### src/rtl/snn_lif_layer_seq.sv
// Time-multiplexed leaky-integrate-and-fire layer: one neuron evaluated per cycle, results published per step.
// Optional feature: define SNN_LAYER_SUBTRACT_RESET_EN for reset-by-subtraction on a spike (default reset-to-zero).
module snn_lif_layer_seq #(
  parameter int N_IN     = 8,
  parameter int N_OUT    = 8,
  parameter int W_BITS   = 2,
  parameter int V_BITS   = 6,
  parameter int REF_BITS = 6
) (
  input  logic                            clk,
  input  logic                            reset,
  input  logic                            enable,
  input  logic                            start,
  input  logic [N_IN-1:0]                 input_spikes,
  input  logic [N_IN*N_OUT*W_BITS-1:0]    weights,
  input  logic [V_BITS-1:0]               threshold,
  input  logic [V_BITS-1:0]               decay,
  input  logic [REF_BITS-1:0]             refractory_period,
  output logic                            busy,
  output logic                            done,
  output logic [N_OUT-1:0]                output_spikes,
  output logic [N_OUT*V_BITS-1:0]         membrane_potential_out
);

  localparam int SUM_W = V_BITS + $clog2(N_IN) + W_BITS + 1;
  localparam int IDX_W = (N_OUT > 1) ? $clog2(N_OUT) : 1;
  localparam logic [IDX_W-1:0] LAST_IDX = IDX_W'(N_OUT - 1);

  typedef enum logic [1:0] {
    S_IDLE = 2'd0,
    S_RUN  = 2'd1,
    S_DONE = 2'd2
  } state_t;

  state_t                          state_q, state_d;
  logic [IDX_W-1:0]                j_q, j_d;
  logic [N_IN-1:0]                 latched_q, latched_d;
  logic [N_OUT-1:0]                work_q, work_d;
  logic [N_OUT-1:0]                out_spk_q, out_spk_d;
  logic [N_OUT-1:0][V_BITS-1:0]    v_q, v_d;
  logic [N_OUT-1:0][REF_BITS-1:0]  ref_q, ref_d;

  logic signed [SUM_W-1:0]         syn_sum;
  logic signed [SUM_W-1:0]         vn_sum;
  logic [V_BITS-1:0]               v_cur, v_leak, vn, nxt_v;
  logic [REF_BITS-1:0]             ref_cur, nxt_ref;
  logic                            nxt_spk;

  // Clamp a signed accumulator into the unsigned potential range.
  function automatic logic [V_BITS-1:0] sat_v(input logic signed [SUM_W-1:0] x);
    if (x[SUM_W-1])
      sat_v = '0;
    else if (|x[SUM_W-2:V_BITS])
      sat_v = '1;
    else
      sat_v = x[V_BITS-1:0];
  endfunction

  function automatic logic [V_BITS-1:0] leak(input logic [V_BITS-1:0] v, input logic [V_BITS-1:0] d);
    leak = (v > d) ? v - d : '0;
  endfunction

  function automatic logic signed [SUM_W-1:0] sext_w(input logic [W_BITS-1:0] w);
    sext_w = {{(SUM_W-W_BITS){w[W_BITS-1]}}, w};
  endfunction

  function automatic logic [V_BITS-1:0] fire_v(input logic [V_BITS-1:0] v, input logic [V_BITS-1:0] thr);
`ifdef SNN_LAYER_SUBTRACT_RESET_EN
    fire_v = v - thr;
`else
    fire_v = '0;
    if (thr != thr) fire_v = v;
`endif
  endfunction

  // Synaptic sum of the currently selected neuron over all latched inputs.
  always_comb begin
    syn_sum = '0;
    for (int i = 0; i < N_IN; i++) begin
      if (latched_q[i])
        syn_sum = syn_sum + sext_w(weights[(int'(j_q)*N_IN + i)*W_BITS +: W_BITS]);
    end
  end

  always_comb begin
    v_cur   = v_q[j_q];
    ref_cur = ref_q[j_q];
    v_leak  = leak(v_cur, decay);
    vn_sum  = $signed({{(SUM_W-V_BITS){1'b0}}, v_leak}) + syn_sum;
    vn      = sat_v(vn_sum);
    nxt_v   = vn;
    nxt_ref = ref_cur;
    nxt_spk = 1'b0;
    if (ref_cur != '0) begin
      nxt_ref = ref_cur - 1'b1;
      nxt_v   = '0;
    end else if (vn >= threshold) begin
      nxt_spk = 1'b1;
      nxt_ref = refractory_period;
      nxt_v   = fire_v(vn, threshold);
    end
  end

  always_comb begin
    state_d   = state_q;
    j_d       = j_q;
    latched_d = latched_q;
    work_d    = work_q;
    out_spk_d = out_spk_q;
    v_d       = v_q;
    ref_d     = ref_q;
    if (enable) begin
      case (state_q)
        S_IDLE: begin
          if (start) begin
            state_d   = S_RUN;
            latched_d = input_spikes;
            j_d       = '0;
            work_d    = '0;
          end
        end
        S_RUN: begin
          v_d[j_q]    = nxt_v;
          ref_d[j_q]  = nxt_ref;
          work_d[j_q] = nxt_spk;
          // Publish on entry to DONE so the spike vector is valid while done is high.
          if (j_q == LAST_IDX) begin
            state_d   = S_DONE;
            out_spk_d = work_d;
          end else begin
            j_d = j_q + 1'b1;
          end
        end
        S_DONE:  state_d = S_IDLE;
        default: state_d = S_IDLE;
      endcase
    end
  end

  always_ff @(posedge clk) begin
    if (reset) begin
      state_q   <= S_IDLE;
      j_q       <= '0;
      latched_q <= '0;
      work_q    <= '0;
      out_spk_q <= '0;
      v_q       <= '0;
      ref_q     <= '0;
    end else begin
      state_q   <= state_d;
      j_q       <= j_d;
      latched_q <= latched_d;
      work_q    <= work_d;
      out_spk_q <= out_spk_d;
      v_q       <= v_d;
      ref_q     <= ref_d;
    end
  end

  assign busy                   = (state_q != S_IDLE);
  assign done                   = (state_q == S_DONE) && enable;
  assign output_spikes          = out_spk_q;
  assign membrane_potential_out = v_q;

endmodule

### config.mk
export PLATFORM = sky130hd
export DESIGN_NAME = snn_lif_layer_seq
export DESIGN_NICKNAME = d
export VERILOG_FILES = /design/src/rtl/snn_lif_layer_seq.sv
export SDC_FILE = /design/constraint.sdc
export NUM_CORES = 1
export LEC_CHECK = 0
export CAP_MARGIN = 20
export CORE_ASPECT_RATIO = 1.25
export CORE_MARGIN = 4
export CORE_UTILIZATION = 54
export DETAILED_ROUTE_END_ITERATION = 8
export PLACE_DENSITY = 0.91
export SYNTH_ARGS = -nofsm -noshare
export SYNTH_HDL_FRONTEND = slang
export SYNTH_SLANG_ARGS = --single-unit
### constraint.sdc
create_clock -name clk -period 20.3 [get_ports clk]
set_input_delay 6.09 -clock clk [delete_from_list [all_inputs] [get_ports clk]]
set_output_delay 6.09 -clock clk [all_outputs]
set_load 0.02 [all_outputs]
==> tab_implementation.tex <==
\begin{tabular}{lr}
\hline
Metric & Value \\
\hline
\multicolumn{2}{l}{\textbf{Routing}} \\
Number of design rule violations left after detail routing & 0 \\
First-pass iteration count of the detailed router & 6 \\
Iteration-0 DRC count of the detailed router & 1255 \\
Via count normalized by instance count & 6.553 \\
Overall via count from detail\_route & 12350 \\
Remaining number of nets flagged by the antenna check after routing & 0 \\
Final wirelength & 40220 um \\
Routed wirelength normalized by instance count & 21.35 um \\
\multicolumn{2}{l}{\textbf{Yosys}} \\
Number of synthesized flops with an enable pin & 0 \\
Seq cells post-synth & 125 \\
Yosys warning count & 0 \\
Sequential cell area fraction in the yosys report & 21.88\% \\
Area of the mapped netlist & 0.01144 mm\^{}2 \\
Net Count, Synth & 1679 \\
Gate count after technology mapping & 1420 \\
Distinct cells, synth & 86 \\
Post-Syn Area per Cell & 8.053 um\^{}2 \\
Top FF cell, synth & dfxtp\_1 \\
Asr flop ratio synth & 0\% \\
\multicolumn{2}{l}{\textbf{Floorplan}} \\
Die height & 170.7 um \\
Die Footprint & 0.02358 mm\^{}2 \\
Std-Cell Core Area & 0.02082 mm\^{}2 \\
Horizontal die dimension & 138.2 um \\
Initial Util & 54.93\% \\
FP Rows & 59 \\
IO Count & 216 \\
\multicolumn{2}{l}{\textbf{Critical path}} \\
Kind of end point of the critical path & flip-flop \\
Launching element type of the critical path & primary input \\
Highest net fanout along the worst path & 11 \\
Number of cell instances on the worst register-to-register path & 61 \\
Path type of the worst setup path & in -> reg \\
Arrival time at the worst endpoint & 20.02 ns \\
Crit-path most repeated cell & ha\_1 \\
Required time at the endpoint of the critical path & 20.59 ns \\
Cell with the biggest individual delay on the critical path & a2111oi\_1 \\
Register-to-Register Setup Slack & 5.13 ns \\
Source of the worst register-to-register timing path & j\_q[1] \\
Largest incremental delay on the critical path & 0.53 ns \\
Endpoint of the worst register-to-register path & ref\_q[30] \\
\multicolumn{2}{l}{\textbf{STA}} \\
Worst hold slack & 0.4664 ns \\
Final setup violation count & 0 \\
Slew Limit Fails & 0 \\
Final Worst Setup Slack & 0.5755 ns \\
Period utilisation layout & 97.17\% \\
Measured slew at the worst slew-check pin & 0.9606 ns \\
Time the final worst path needs with I/O delays and setup & 19.72 ns \\
Worst slew slack as a fraction of its limit & 35.87\% \\
Maximum achievable frequency & 50.70 MHz \\
Worst clock skew & 0.01544 ns \\
Hold Fails Final Rpt & 0 \\
\multicolumn{2}{l}{\textbf{Power and ir drop}} \\
Pwr Density & 70.26 mW/mm\^{}2 \\
Maximum vdd drop & 0.00007290 V \\
LEAKAGE & 5.566 nW \\
Total chip power & 1.014 mW \\
\multicolumn{2}{l}{\textbf{Hold path}} \\
End point of the worst hold path & ref\_q[17] \\
Worst hold path stage count & 2 \\
Type of the tightest min-delay check & reg -> reg \\
Worst Hold Launch & ref\_q[17] \\
\multicolumn{2}{l}{\textbf{Layout}} \\
Final instance area & 0.01444 mm\^{}2 \\
Antenna diode count & 0 \\
Layout overhead on the synthesized area & 26.25\% \\
Post-layout nets & 1856 \\
Leading cell types in the layout, fill and taps excluded & 214 x clkdlybuf4s50\_1, 162 x nor2\_1, 124 x nand2\_1, 123 x dfxtp\_1, 87 x ha\_1 \\
Fin util & 69.35\% \\
Number of filler cells placed in the layout & 1581 \\
Most common library cell in the layout ignoring fill and taps & clkdlybuf4s50\_1 \\
Layout cells sized above 1 & 10.12\% \\
\multicolumn{2}{l}{\textbf{Clock tree}} \\
Number of H-tree levels & 4 \\
Clock input transition at the sequential cells of the worst setup and hold paths & 0.07 ns \\
Clock root buffer & clkbuf\_16 \\
TritonCTS clock tree & done \\
Clock Sinks & 125 \\
Number of clock buffers inserted by TritonCTS & 17 \\
Worst skew pair latency & 0.44 ns \\
Maximum clock insertion buffer count & 2 \\
\multicolumn{2}{l}{\textbf{GRT}} \\
Number of global-route vias before repair & 11900 \\
GRT Residual Overflow & 0 \\
Initial antenna violation count & 0 \\
Pin count of the biggest net entering global routing & 127 \\
GRT Total Usage & 31.85\% \\
Global-route wire length before repair & 61320 um \\
\multicolumn{2}{l}{\textbf{Outcome}} \\
Result of the run & finished, final reports clean \\
\multicolumn{2}{l}{\textbf{Place}} \\
Count of port buffers added during placement & 215 \\
Final HPWL DP & 28490 um \\
Worst slack after detailed placement & -0.05316 ns \\
Area of placed instances & 0.01373 mm\^{}2 \\
Weighted congestion reported at the end of routability-driven placement & 0.9608 \\
\multicolumn{2}{l}{\textbf{Flow run}} \\
Max Cap Viol & 0 \\
\hline
\end{tabular}
## registers in the layout, summed over array words and instances (netlist names)
signal,count
j_q,3
latched_q,8
membrane_potential_out,48
output_spikes,8
ref_q,48
state_q,2
work_q,8
## cell usage after synthesis (all sizes together) (23+ instances only)
master  number  area, um^2
a21o        33       247.7
clkbuf      61       229.0
xor2        23       201.4
ha          87        1089
nand3b      50       375.4
mux2i       34       340.3
a21oi       87       435.4
mux2        31       349.1
o21ai      113       663.1
a22oi       55       412.9
xnor2       32       287.8
dfxtp      125        2502
nor3        23       115.1
inv         39       146.4
a211oi      48       365.3
nor2       163       611.8
nand2      124       465.5
## how the worst max path moves through the flow
| stage | startpoint | to | slack (ns) | cells after the start |
|---|---|---|---|---|
| finish | weights[112] | ref_q[30] | 0.58 | 60 |
| global route | weights[33] | ref_q[0] | -0.08 | 60 |
| global placement | weights[83] | membrane_potential_out[29] | 0.40 | 56 |
| CTS | weights[83] | membrane_potential_out[17] | 0.25 | 56 |
| floorplan | weights[80] | ref_q[0] | 2.00 | 61 |
| detailed placement | weights[83] | membrane_potential_out[41] | -0.05 | 56 |
## routing by layer
layer | vias up | share of wire (%) | GRT usage [%]
met4 | 0 | 6.4 | 18.65
met1 | 5761 | 36 | 36.61
met2 | 763 | 49 | 56.16
met5 | - | 0 | 0
li1 | 5623 | - | -
met3 | 199 | 8.3 | 5.144
## kinds of logic after synthesis
family,share of synthesized area (%)
adders and majority gates,12.09
DFF,21.88
AOI/OAI and AO/OA,28.72
buffers and inverters,4.387
muxes,7.801
xor gates and xnor gates,4.683
and+or+nand+nor,20.44
## power by group
part | switching (mW) | total [mW] | internal (mW)
clock network | 0.140 | 0.327 | 0.188
registers | 0.00629 | 0.255 | 0.248
logic | 0.247 | 0.432 | 0.186
## metrics by stage
stage | std cells | setup TNS [ns]
finish | 1884 | 0
global route | 1884 | -0.1907
CTS | 1878 | 0
detailed placement | 1846 | -0.2932
global placement | 1846 | 0
floorplan | 1420 | 0
## repair_timing
action | CTS | global route
endpoints found under the setup margin | 0 | 112
resized for setup | 0 | 4
setup buffers | 0 | 5
hold buffers | 0 | 0
## worst max-delay path: cells and delay by family
family / cells / cell delay, ns
AOI/OAI and AO/OA: 24 / 5.39
adders and majority gates: 11 / 3.61
muxes: 3 / 1.07
and+or+nand+nor: 11 / 1.80
xor gates and xnor gates: 6 / 0.96
buffers and inverters: 5 / 1.11
## final cells by class
| class | count | area [um^2] | area share (%) |
|---|---|---|---|
| Clock inverter | 15 | 197.7 | 1.369 |
| Timing Repair Buffer | 238 | 2342 | 16.22 |
| Clock buffer | 17 | 425.4 | 2.947 |
| Inverter | 40 | 150.1 | 1.040 |
| Multi-Input combinational cell | 1175 | 8474 | 58.70 |
| Sequential cell | 125 | 2505 | 17.35 |
| Tap cell | 274 | 342.8 | 2.375 |
(Power assumes the default switching activity.)
